**src/rtl/activity_stretch_multi_if.sv**
```systemverilog
// Channel bundle for activity_stretch_multi: raw inputs, shared controls
// and the per-channel LED/status outputs.
interface activity_stretch_multi_if #(
  parameter int NUM_CH = 4
);
  logic [NUM_CH-1:0] din;
  logic [1:0]        mode;
  logic              retrig;
  logic [NUM_CH-1:0] dout;
  logic [NUM_CH-1:0] active;
  logic              any_active;

  modport master (
    output din, mode, retrig,
    input  dout, active, any_active
  );

  modport slave (
    input  din, mode, retrig,
    output dout, active, any_active
  );
endinterface

```
**src/rtl/activity_stretch_multi.sv**
```systemverilog
// activity_stretch_multi: NUM_CH asynchronous inputs are synchronised,
// edge-qualified by a shared mode, and each qualifying edge is stretched
// into a HOLD_CYCLES-long LED pulse with optional retriggering.
// Optional blink output: define ACTIVITY_STRETCH_BLINK_EN.

// One channel's hold timer (and blink phase when enabled).
module activity_stretch_lane #(
  parameter int HOLD_CYCLES = 10
`ifdef ACTIVITY_STRETCH_BLINK_EN
  , parameter int BLINK_HALF = 2
`endif
) (
  input  logic clk,
  input  logic rst,
  input  logic q,
  input  logic retrig,
  output logic act_nxt,
  output logic active,
  output logic dout
);
  localparam int            CW   = $clog2(HOLD_CYCLES + 1);
  localparam logic [CW-1:0] HOLD = CW'(HOLD_CYCLES);

  logic [CW-1:0] cnt, cnt_nxt;
  logic          load;

  // Load on an idle edge, reload on an active edge only with retrig, else count down.
  always_comb begin
    load    = 1'b0;
    cnt_nxt = cnt;
    if (cnt == '0)
      load = q;
    else if (q && retrig)
      load = 1'b1;
    if (load)
      cnt_nxt = HOLD;
    else if (cnt != '0)
      cnt_nxt = cnt - CW'(1);
  end

  assign act_nxt = (cnt_nxt != '0);

  // Timer and active flag; active is a flop so dout has no path from din.
  always_ff @(posedge clk or posedge rst) begin
    if (rst) begin
      cnt    <= '0;
      active <= 1'b0;
    end else begin
      cnt    <= cnt_nxt;
      active <= act_nxt;
    end
  end

`ifdef ACTIVITY_STRETCH_BLINK_EN
  // Phase restarts high on every trigger/reload so each pulse starts lit.
  localparam int            BW    = (BLINK_HALF > 1) ? $clog2(BLINK_HALF) : 1;
  localparam logic [BW-1:0] BLAST = BW'(BLINK_HALF - 1);

  logic [BW-1:0] bcnt;
  logic          phase;

  // Per-channel half-period counter, only runs while the hold is in progress.
  always_ff @(posedge clk or posedge rst) begin
    if (rst) begin
      bcnt  <= '0;
      phase <= 1'b0;
    end else if (load) begin
      bcnt  <= '0;
      phase <= 1'b1;
    end else if (cnt != '0) begin
      if (bcnt == BLAST) begin
        bcnt  <= '0;
        phase <= ~phase;
      end else begin
        bcnt <= bcnt + BW'(1);
      end
    end
  end

  assign dout = active & phase;
`else
  assign dout = active;
`endif
endmodule

module activity_stretch_multi #(
  parameter int NUM_CH      = 4,
  parameter int HOLD_CYCLES = 50000000,
  parameter int SYNC_STAGES = 2,
  parameter int BLINK_HALF  = 6250000
) (
  input logic                     clk,
  input logic                     rst,
  activity_stretch_multi_if.slave bus
);
  if (NUM_CH < 1 || NUM_CH > 32 || HOLD_CYCLES < 1 ||
      SYNC_STAGES < 2 || SYNC_STAGES > 4 || BLINK_HALF < 1) begin : g_bad_param
    $error("activity_stretch_multi: parameter out of range");
  end

  logic [SYNC_STAGES-1:0][NUM_CH-1:0] sync_q;
  logic [SYNC_STAGES:0]               arm_pipe;
  logic [NUM_CH-1:0]                  s, p, rise, fall, q;
  logic [NUM_CH-1:0]                  act_nxt, act, dout;
  logic                               arm, any_q;

  assign s   = sync_q[SYNC_STAGES-1];
  assign arm = arm_pipe[SYNC_STAGES];

  // Synchroniser chain, previous-value register and arm shift register.
  // arm only rises SYNC_STAGES+1 cycles after reset so a din already high
  // at release cannot look like a rising edge.
  always_ff @(posedge clk or posedge rst) begin
    if (rst) begin
      sync_q   <= '0;
      p        <= '0;
      arm_pipe <= '0;
    end else begin
      sync_q   <= {sync_q[SYNC_STAGES-2:0], bus.din};
      p        <= s;
      arm_pipe <= {arm_pipe[SYNC_STAGES-1:0], 1'b1};
    end
  end

  // Edge qualification under the shared mode, gated by arm.
  always_comb begin
    rise = s & ~p;
    fall = ~s & p;
    q    = '0;
    case (bus.mode)
      2'b00:   q = rise | fall;
      2'b01:   q = rise;
      2'b10:   q = fall;
      default: q = '0;
    endcase
    if (!arm) q = '0;
  end

  activity_stretch_lane #(
    .HOLD_CYCLES(HOLD_CYCLES)
`ifdef ACTIVITY_STRETCH_BLINK_EN
    , .BLINK_HALF(BLINK_HALF)
`endif
  ) u_lane [NUM_CH-1:0] (
    .clk    (clk),
    .rst    (rst),
    .q      (q),
    .retrig (bus.retrig),
    .act_nxt(act_nxt),
    .active (act),
    .dout   (dout)
  );

  // any_active built from next-state so it lines up with the active flops.
  always_ff @(posedge clk or posedge rst) begin
    if (rst) any_q <= 1'b0;
    else     any_q <= |act_nxt;
  end

  assign bus.dout       = dout;
  assign bus.active     = act;
  assign bus.any_active = any_q;
endmodule

```
**src/flat_wrapper.sv**
```systemverilog
// flat-port wrapper written by rule: the top's interface ports become plain ports
module activity_stretch_multi_flat 
#(
  parameter int NUM_CH      = 4,
  parameter int HOLD_CYCLES = 50000000,
  parameter int SYNC_STAGES = 2,
  parameter int BLINK_HALF  = 6250000
)
  (clk, rst, bus_din, bus_mode, bus_retrig, bus_dout, bus_active, bus_any_active);
  activity_stretch_multi_if #(.NUM_CH(NUM_CH)) bus_i ();
  input logic clk;
  input logic rst;
  input wire logic [$bits(bus_i.din)-1:0] bus_din;
  input wire logic [$bits(bus_i.mode)-1:0] bus_mode;
  input wire logic [$bits(bus_i.retrig)-1:0] bus_retrig;
  output wire logic [$bits(bus_i.dout)-1:0] bus_dout;
  output wire logic [$bits(bus_i.active)-1:0] bus_active;
  output wire logic [$bits(bus_i.any_active)-1:0] bus_any_active;
  assign bus_i.din = bus_din;
  assign bus_i.mode = bus_mode;
  assign bus_i.retrig = bus_retrig;
  assign bus_dout = bus_i.dout;
  assign bus_active = bus_i.active;
  assign bus_any_active = bus_i.any_active;
  activity_stretch_multi #(.NUM_CH(NUM_CH), .HOLD_CYCLES(HOLD_CYCLES), .SYNC_STAGES(SYNC_STAGES), .BLINK_HALF(BLINK_HALF)) u_core (.clk(clk), .rst(rst), .bus(bus_i));
endmodule
```
**config.mk**
```make
export PLATFORM = sky130hd
export DESIGN_NAME = activity_stretch_multi_flat
export DESIGN_NICKNAME = d
export VERILOG_FILES = /design/src/rtl/activity_stretch_multi_if.sv /design/src/rtl/activity_stretch_multi.sv /design/src/flat_wrapper.sv
export SDC_FILE = /design/constraint.sdc
export NUM_CORES = 1
export LEC_CHECK = 0
export CORE_MARGIN = 2
export CORE_UTILIZATION = 35
export DETAILED_ROUTE_END_ITERATION = 7
export PLACE_DENSITY = 0.49
export SLEW_MARGIN = 20
export SYNTH_ARGS = -nofsm -noshare
export SYNTH_HDL_FRONTEND = slang
export SYNTH_SLANG_ARGS = --single-unit
```
**constraint.sdc**
```tcl
create_clock -name clk -period 8.74 [get_ports clk]
set_input_delay 1.748 -clock clk [delete_from_list [all_inputs] [get_ports clk]]
set_output_delay 1.748 -clock clk [all_outputs]
set_load 0.03 [all_outputs]
```
==> metrics, run 1 <==
diodes inserted=0; area grow syn2layout=13.1%; Antenna Nets Post-Route=0; RSZ-0062 raised after global routing=false; Setup-failing EPs final=0; CTS resizes=0; initial DRC count=416; WS Path Type=in2reg; GRT Resource Usage Total=17.2%; global-route wire length before repair=29900 um; Die W=146 um; ys async rst share=100%; Tcrit/Tclk final=56.8%; complex-gate fraction of the synthesized area=10.9%; Netlist cell types=71; Num CTS Buffers=17; CORE AREA=20100 um2; LEAKAGE=2.88 nW; die area=21500 um2; worst path arrival time=5.26 ns; final hold vios=0; Post-Synth Adder-Cell Area=2.82%; DRC Markers=0; hold_buf cts=0; reg2reg start=u_core.u_lane[1].cnt[8]$_DFF_PP0_; worst skew pair latency=0.43 ns; fin util=40.0%; via density per instance=5.56; Post-Syn Nets=797; VDD IR max=0.144 mV; Top FF cell, synth=dfrtp_1; Die H=146 um; Detailed Route WL=17700 um; ratio of cells with drive above 1 in the final layout=7.86%; simple-gate area share of the yosys netlist=30.8%; HPWL after DPL=12300 um; Vias=5885; number of global-route vias before repair=5803; H-tree depth=4; Post-Synth XOR/XNOR Area=7.03%; row cnt=52; worst relative slew slack=32.5%; Post-Syn Area=7100 um2; CP endpoint kind=flop; Worst Setup EP=u_core.bus.any_active$_DFF_PP0_; R2R Path End=u_core.bus.any_active$_DFF_PP0_; Pwr Density=249 nW/um2; Critical Path Source=bus_mode[1]; io pins=18; Overflow after GRT=0; Worst setup SP type=input port; worst-path maximum fanout=12; Slew Viols, Final=0; largest net degree at the start of global routing=78; minimum clock period=4.97 ns; antenna violations before repair=0; Initial Util=35.3%; CP required=9.03 ns; WL/cell=16.7 um; yosys warns=0; total clock sinks=124; worst-margin pin slew=1.01 ns; clock skew=0.00843 ns; Port Buffers=17; Hold WS=0.348 ns; synthesized area per cell=9.20 um2; flops & latches, synth=124; Setup Fix Bufs, Post-CTS=0; CTS Root Cell=clkbuf_16; HP Class=reg2reg; FMAX=201 MHz; setup TNS=0 ns; maxcap violations=0; Mapped Cells=772; fillers=1986; routability congestion estimate=0.879; nets@finish=801; TritonCTS clock tree=yes; reg2reg path depth=8; mux cell area share after synthesis=0.458%; EDFF count, synth=0; r2r setup slk=4.19 ns; drt pass-1 iters=5; status=finished, final reports clean; Clock transition at path regs=0.06 ns; clock tree buffer depth=2; largest family of logic cells by synthesized area=simple AND/OR/NAND/NOR gates; post-synthesis sequential area ratio=43.7%
-- sequential cells by signal (all words and copies together), names as in the netlist --
name                   count
u_core.sync_q              4
u_core.bus.any_active      1
u_core.arm_pipe            3
u_core.p                   4
u_core.u_lane.active       4
u_core.u_lane.cnt        104
u_core.s                   4
-- synthesized netlist by cell type (5+ instances only) --
| master | n | area share, % |
|---|---|---|
| nand3_1 | 27 | 1.9 |
| a21oi_1 | 24 | 1.7 |
| nor3b_1 | 7 | 0.74 |
| and2_1 | 8 | 0.70 |
| nor3_1 | 34 | 2.4 |
| nor2_1 | 75 | 4.0 |
| nand4b_1 | 5 | 0.62 |
| inv_1 | 28 | 1.5 |
| nor4b_1 | 6 | 0.74 |
| nand4_1 | 12 | 1.1 |
| o31ai_1 | 6 | 0.63 |
| nand3b_1 | 6 | 0.63 |
| buf_4 | 8 | 0.85 |
| nor2b_1 | 12 | 1.1 |
| nand2b_1 | 5 | 0.44 |
| or3_1 | 22 | 1.9 |
| a31oi_1 | 5 | 0.44 |
| o41ai_1 | 6 | 0.74 |
| or4_1 | 27 | 2.9 |
| nor4_1 | 40 | 3.5 |
| a211oi_1 | 9 | 0.95 |
| nand2_1 | 65 | 3.4 |
| clkbuf_1 | 23 | 1.2 |
| xor2_1 | 20 | 2.5 |
| dfrtp_1 | 124 | 44 |
| ha_1 | 16 | 2.8 |
| o21ai_0 | 19 | 1.3 |
| o21ai_1 | 11 | 0.78 |
| or2_2 | 9 | 0.79 |
| xnor2_1 | 37 | 4.6 |
-- layout make-up --
class	count	area, um2	share of cell area, %
Clock buffer	20	437	5.44
Clock inverter	12	123	1.53
Inverter	28	108	1.34
Multi-Input combinational cell	582	3710	46.1
Sequential cell	124	3100	38.6
Tap cell	270	338	4.20
Timing Repair Buffer	23	219	2.73
-- where the power goes --
group / leakage (nW) / internal, mW / switching [mW]
Sequential: 1.38 / 0.682 / 0.153
Combinational: 1.23 / 0.203 / 0.279
Clock: 0.274 / 0.417 / 0.263
-- worst min-delay path by stage --
stage                                       startpoint                            to  slack [ns]  cells after the start
after floorplan           u_core.arm_pipe[0]$_DFF_PP0_  u_core.arm_pipe[1]$_DFF_PP0_        0.33                      0
after global placement    u_core.arm_pipe[0]$_DFF_PP0_  u_core.arm_pipe[1]$_DFF_PP0_        0.33                      0
after detailed placement    u_core.sync_q[3]$_DFF_PP0_         u_core.s[3]$_DFF_PP0_        0.34                      0
after CTS                   u_core.sync_q[0]$_DFF_PP0_         u_core.s[0]$_DFF_PP0_        0.35                      0
after global routing        u_core.sync_q[0]$_DFF_PP0_         u_core.s[0]$_DFF_PP0_        0.35                      0
final                       u_core.sync_q[3]$_DFF_PP0_         u_core.s[3]$_DFF_PP0_        0.35                      0
-- layout by cell type (no fill, tap or decap), types with 17 or more instances in the layout --
| master | synthesis | layout |
|---|---|---|
| nand2_1 | 65 | 65 |
| nand3_1 | 27 | 27 |
| nor4_1 | 40 | 40 |
| xor2_1 | 20 | 20 |
| or3_1 | 22 | 22 |
| o21ai_0 | 19 | 19 |
| xnor2_1 | 37 | 37 |
| nor2_1 | 75 | 75 |
| or4_1 | 27 | 27 |
| nor3_1 | 34 | 34 |
| clkdlybuf4s50_1 | 0 | 17 |
| clkbuf_16 | 0 | 17 |
| a21oi_1 | 24 | 24 |
| dfrtp_1 | 124 | 124 |
| inv_1 | 28 | 27 |
-- per-stage QoR --
step | std cells | total power [mW] | setup slack [ns] | area [um2]
after floorplan | 772 | 1.19 | 3.69 | 7100
after global placement | 1027 | 1.31 | 3.64 | 7470
after detailed placement | 1027 | 1.31 | 3.41 | 7470
after CTS | 1059 | 2.01 | 3.86 | 8030
after global routing | 1059 | 2.13 | 3.42 | 8030
final | 1059 | 2.00 | 3.77 | 8030
-- kinds of logic (layout without fill, tap and decap cells) --
| logic type | after synthesis | count (layout) |
|---|---|---|
| buf+inv | 66 | 83 |
| flops | 124 | 124 |
| other cells | 1 | 1 |
| compound gates | 116 | 116 |
| fa+ha+maj | 16 | 16 |
| simple gates | 389 | 389 |
| mux | 3 | 3 |
| xor+xnor | 57 | 57 |
-- routing by layer --
| metal | global-route usage, % | up-vias | share of wire (%) |
|---|---|---|---|
| met2 | 27.2 | 134 | 47 |
| met1 | 23.8 | 2903 | 48 |
| met3 | 4.19 | 12 | 4.1 |
| met4 | 4.47 | 0 | 0.88 |
| li1 | - | 2836 | - |
| met5 | 0 | - | 0 |
-- critical path, stage by stage --
cell             delay, ns
clkdlybuf4s50_1       0.57
nor2b_1               0.22
o41ai_1               0.57
a21boi_1              0.87
nor2_1                0.16
nor4_1                0.40
nand3_1               0.18
or4_1                 0.53
Power figures use the tool's default switching activity.
==> run 2: changes to the inputs <==
- PLACE_DENSITY: 0.49 -> 0.51
- clock period: 8.74 -> 4.1 ns (I/O delays scaled with it)
==> metrics, run 2 (synthesized netlist as in run 1, its figures left out) <==
fillers=1965 (-1.1%); routability congestion estimate=0.866 (-1.4%); nets@finish=818 (+2.1%); setup TNS=0 ns (unchanged); DRC Markers=0 (unchanged); Vias=5887 (+0.034%); maxcap violations=0 (unchanged); clock skew=0.00835 ns (-0.0000828 ns); r2r setup slk=0.15 ns (-4.04 ns); row cnt=52 (unchanged); io pins=18 (unchanged); WL/cell=16.3 um (-2.2%); worst path arrival time=4.24 ns (-1.02 ns); CP required=4.39 ns (-4.64 ns); Pwr Density=537 nW/um2 (+120%); Tcrit/Tclk final=96.3%; drt pass-1 iters=5 (unchanged); Antenna Nets Post-Route=0 (unchanged); overall power=4.42 mW (+120%); post-route insts no fill=1076 (+1.6%); hold_buf cts=0 (unchanged); status=finished, final reports clean; Die W=146 um (unchanged); Reg with most FFs=u_core.u_lane.cnt; die area=21500 um2 (unchanged); PnR worst setup slack=0.151 ns (-3.62 ns); antenna violations before repair=0 (unchanged); reg2reg start=u_core.u_lane[0].cnt[16]$_DFF_PP0_; FMAX=253 MHz; Port Buffers=17 (unchanged); initial DRC count=482 (+16%); RSZ-0062 raised after global routing=false; largest net degree at the start of global routing=67 (-14%); hold path cells=0 (unchanged); Clock transition at path regs=0.06 ns (about the same); diodes inserted=0 (unchanged); clock tree buffer depth=2 (unchanged); Slew Viols, Final=0 (unchanged); number of global-route vias before repair=5659 (-2.5%); max reg flops=104 (unchanged); Num CTS Buffers=17 (unchanged); worst-margin pin slew=0.788 ns (-0.219 ns); LEAKAGE=2.99 nW (+3.9%); reg2reg path depth=8 (unchanged); Die H=146 um (unchanged); HPWL after DPL=12400 um (+0.83%); Hold Path Sink=u_core.arm_pipe[2]$_DFF_PP0_; pre-CTS setup slack=0.133 ns (-3.28 ns); worst relative slew slack=47.1% (+15 points); worst skew pair latency=0.42 ns (about the same); CORE AREA=20100 um2 (unchanged); CP endpoint kind=flop; Worst setup SP type=flop; Detailed Route WL=17600 um (-0.61%); commonest cells after routing, fill and taps aside=dfrtp_1 (124), nor2_1 (75), nand2_1 (65); TritonCTS clock tree=yes; CTS Root Cell=clkbuf_16; ratio of cells with drive above 1 in the final layout=10.2% (+2.3 points); global-route wire length before repair=29400 um (-1.7%); Setup-failing EPs final=0 (unchanged); R2R Path End=u_core.bus.any_active$_DFF_PP0_; Critical Path Source=u_core.u_lane[0].cnt[16]$_DFF_PP0_; area grow syn2layout=15.9%; VDD IR max=0.308 mV (+110%); minimum clock period=3.95 ns; worst-path maximum fanout=9 (-3); H-tree depth=4 (unchanged); Overflow after GRT=0 (unchanged); most common cell after layout, fill and taps aside=dfrtp_1; HP Class=reg2reg; GRT Resource Usage Total=17.1% (-0.16 points); via density per instance=5.47 (-1.5%); Initial Util=35.3% (unchanged); hold path start=u_core.arm_pipe[1]$_DFF_PP0_; Placed Cells=1043 (+1.6%); WS Path Type=reg2reg; total clock sinks=124 (unchanged); final hold vios=0 (unchanged)
run 2: report_power, final:
part | leakage (nW) | switching (mW) | total, mW | internal (mW)
clock | 0.304 | 0.589 | 1.58 | 0.992
sequential | 1.38 | 0.320 | 1.77 | 1.45
combinational | 1.31 | 0.611 | 1.06 | 0.452
total | 2.99 | 1.52 | 4.42 | 2.90
run 2: critical path, stage by stage (launching register included):
cell and delay (ns):
dfrtp_1 0.44, or4_4 0.60, or4_4 0.58, or4_4 0.63, a21boi_4 0.32, o32ai_1 0.14, nor4_1 0.31, nand4_1 0.26
or4_1 0.55
run 2: per-stage QoR:
step / hold slack [ns] / util (%) / instance area (um2)
after global placement: 0.332 / 37.8 / 7600
after detailed placement: 0.335 / 37.8 / 7600
after global routing: 0.356 / 40.9 / 8230
final: 0.349 / 40.9 / 8230
after floorplan: 0.331 / - / 7110
after CTS: 0.349 / 40.9 / 8220
run 2: layout make-up:
cell class,count,area [um2],share of cell area (%)
Clock buffer,19,453,5.50
Clock inverter,13,165,2.01
Inverter,28,109,1.32
Multi-Input combinational cell,582,3710,45.0
Sequential cell,124,3100,37.7
Tap cell,270,338,4.10
Timing Repair Buffer,40,355,4.32
run 2: per-layer routing:
layer	up-vias	global-route usage [%]	routed length, um
li1	2862	-	-
met1	2876	23.6	8410
met2	129	26.8	8180
met3	20	3.66	748
met4	0	5.63	239
met5	-	0	0
run 2: worst max-delay path by stage:
| stage | to | slack [ns] | cells past startpoint |
|---|---|---|---|
| floorplan | u_core.bus.any_active$_DFF_PP0_ | 0.60 | 10 |
| global placement | u_core.bus.any_active$_DFF_PP0_ | 0.14 | 8 |
| detailed placement | u_core.bus.any_active$_DFF_PP0_ | 0.13 | 8 |
| CTS | u_core.bus.any_active$_DFF_PP0_ | 0.11 | 8 |
| global route | u_core.bus.any_active$_DFF_PP0_ | 0.01 | 8 |
| finish | u_core.bus.any_active$_DFF_PP0_ | 0.15 | 8 |
run 2: repair_timing:
item | CTS | global route
gates resized for setup | 0 | 1
setup buffers | 0 | 1
endpoints found under the setup margin | 0 | 1
==> run 3: changes to the inputs <==
- CTS_CLUSTER_SIZE: default -> 25
- PLACE_DENSITY: 0.51 -> default
- SKIP_CTS_REPAIR_TIMING: default -> 1
==> metrics, run 3 (synthesized netlist as in run 1, its figures left out) <==
status=finished, final reports clean; Tcrit/Tclk final=93.6% (-2.7 points); HP Class=reg2reg; worst-path maximum fanout=9 (unchanged); ratio of cells with drive above 1 in the final layout=10.1% (-0.025 points); r2r setup slk=0.26 ns (+0.11 ns); Detailed Route WL=16700 um (-5.1%); TritonCTS clock tree=yes; net switching power=1.45 mW (-4.8%); H-tree depth=4 (unchanged); LEAKAGE=3.01 nW (+0.57%); R2R Path End=u_core.bus.any_active$_DFF_PP0_; RSZ-0062 raised after global routing=false; maxcap violations=0 (unchanged); Num CTS Buffers=17 (unchanged); largest net degree at the start of global routing=67 (unchanged); die area=21500 um2 (unchanged); VDD IR max=0.357 mV (+16%); total clock sinks=124 (unchanged); Hold Path Sink=u_core.s[3]$_DFF_PP0_; hold path cells=0 (unchanged); worst relative slew slack=47.5% (+0.38 points); Logic pwr share=23.6% (-0.5 points); CORE AREA=20100 um2 (unchanged); share of power burned in registers=40.0% (-0.2 points); CP endpoint kind=flop; DRC Markers=0 (unchanged); Setup-failing EPs final=0 (unchanged); hold path start=u_core.sync_q[3]$_DFF_PP0_; Clk pwr share=36.4% (+0.6 points); global-route wire length before repair=28300 um (-3.6%); worst-margin pin slew=0.780 ns (-0.00764 ns); Worst setup SP type=flop; overall power=4.41 mW (about the same); WS Path Type=reg2reg; number of global-route vias before repair=5582 (-1.4%); reg2reg start=u_core.u_lane[0].cnt[16]$_DFF_PP0_; Clock transition at path regs=0.06 ns (about the same); diodes inserted=0 (unchanged); most common cell after layout, fill and taps aside=dfrtp_1; Internal=2.97 mW (+2.4%); WL/cell=15.5 um (-5.3%); clock skew=0.0105 ns (+0.00212 ns); via density per instance=5.48 (+0.20%); minimum clock period=3.84 ns (-0.112 ns); area grow syn2layout=16.3%; Antenna Nets Post-Route=0 (unchanged); Vias=5910 (+0.39%); antenna violations before repair=0 (unchanged); Slew Viols, Final=0 (unchanged); final hold vios=0 (unchanged); Initial Util=35.3% (unchanged); Port Buffers=17 (unchanged); Hold WS=0.346 ns (-0.00287 ns); initial DRC count=433 (-10%); worst path arrival time=4.13 ns (-0.11 ns); Pwr Density=534 nW/um2 (-0.42%); setup TNS=0 ns (unchanged); FMAX=261 MHz (+2.9%); row cnt=52 (unchanged); CP required=4.39 ns (about the same); routability congestion estimate=0.843 (-2.7%); Reg with most FFs=u_core.u_lane.cnt; Overflow after GRT=0 (unchanged); GRT Resource Usage Total=16.3% (-0.78 points); Sw Share=32.8% (-1.6 points); HPWL after DPL=12000 um (-3.0%); worst skew pair latency=0.43 ns (about the same); io pins=18 (unchanged); CTS Root Cell=clkbuf_16; max reg flops=104 (unchanged); Die W=146 um (unchanged); drt pass-1 iters=5 (unchanged); Die H=146 um (unchanged); nets@finish=820 (+0.24%); clock tree buffer depth=2 (unchanged); reg2reg path depth=8 (unchanged); commonest cells after routing, fill and taps aside=dfrtp_1 (124), nor2_1 (75), nand2_1 (65); fillers=1960 (-0.25%)
[run 3: layout make-up]
type / count / area [um2] / share of cell area [%]
Tap cell: 270 / 338 / 4.09
Multi-Input combinational cell: 582 / 3700 / 44.8
Clock buffer: 21 / 470 / 5.70
Clock inverter: 11 / 165 / 2.00
Timing Repair Buffer: 42 / 370 / 4.48
Sequential cell: 124 / 3100 / 37.6
Inverter: 28 / 109 / 1.32
[run 3: worst max-delay path by stage]
stage | startpoint | end | slack, ns | depth (start not counted)
floorplan | u_core.u_lane[0].cnt[16]$_DFF_PP0_ | u_core.bus.any_active$_DFF_PP0_ | 0.60 | 10
global placement | u_core.u_lane[0].cnt[0]$_DFF_PP0_ | u_core.bus.any_active$_DFF_PP0_ | 0.25 | 10
detailed placement | u_core.u_lane[0].cnt[0]$_DFF_PP0_ | u_core.bus.any_active$_DFF_PP0_ | 0.24 | 10
CTS | u_core.u_lane[0].cnt[0]$_DFF_PP0_ | u_core.bus.any_active$_DFF_PP0_ | 0.23 | 10
global route | u_core.u_lane[0].cnt[16]$_DFF_PP0_ | u_core.bus.any_active$_DFF_PP0_ | 0.03 | 8
finish | u_core.u_lane[0].cnt[16]$_DFF_PP0_ | u_core.bus.any_active$_DFF_PP0_ | 0.26 | 8
[run 3: routing by layer]
| metal | vias to the layer above | global-route usage (%) | share of wire [%] |
|---|---|---|---|
| li1 | 2879 | - | - |
| met1 | 2869 | 22.1 | 48 |
| met2 | 131 | 25.9 | 47 |
| met3 | 31 | 3.38 | 3.7 |
| met4 | 0 | 5.73 | 1.8 |
| met5 | - | 0 | 0 |
[run 3: power groups by stage]
stage / Sequential [mW] / Clock (mW) / Combinational (mW)
floorplan: 1.66 / 0 / 0.868
global placement: 1.78 / 0 / 1.03
detailed placement: 1.78 / 0 / 1.03
CTS: 1.76 / 1.63 / 1.04
global route: 1.81 / 1.69 / 1.18
finish: 1.77 / 1.61 / 1.04
[run 3: stage by stage]
step / area (um2) / setup slack [ns] / instances / util (%)
after floorplan: 7110 / 0.596 / 772 / -
after global placement: 7620 / 0.250 / 1046 / 37.9
after detailed placement: 7620 / 0.243 / 1046 / 37.9
after CTS: 8260 / 0.226 / 1078 / 41.1
after global routing: 8260 / 0.0335 / 1078 / 41.1
final: 8260 / 0.263 / 1078 / 41.1
[run 3: critical path, stage by stage, from the launching register on]
cell and delay [ns]:
dfrtp_1 0.43, or4_4 0.59, or4_4 0.56, or4_4 0.62, a21boi_4 0.30, o32ai_1 0.14
nor4_1 0.29, nand4_1 0.22, or4_1 0.54
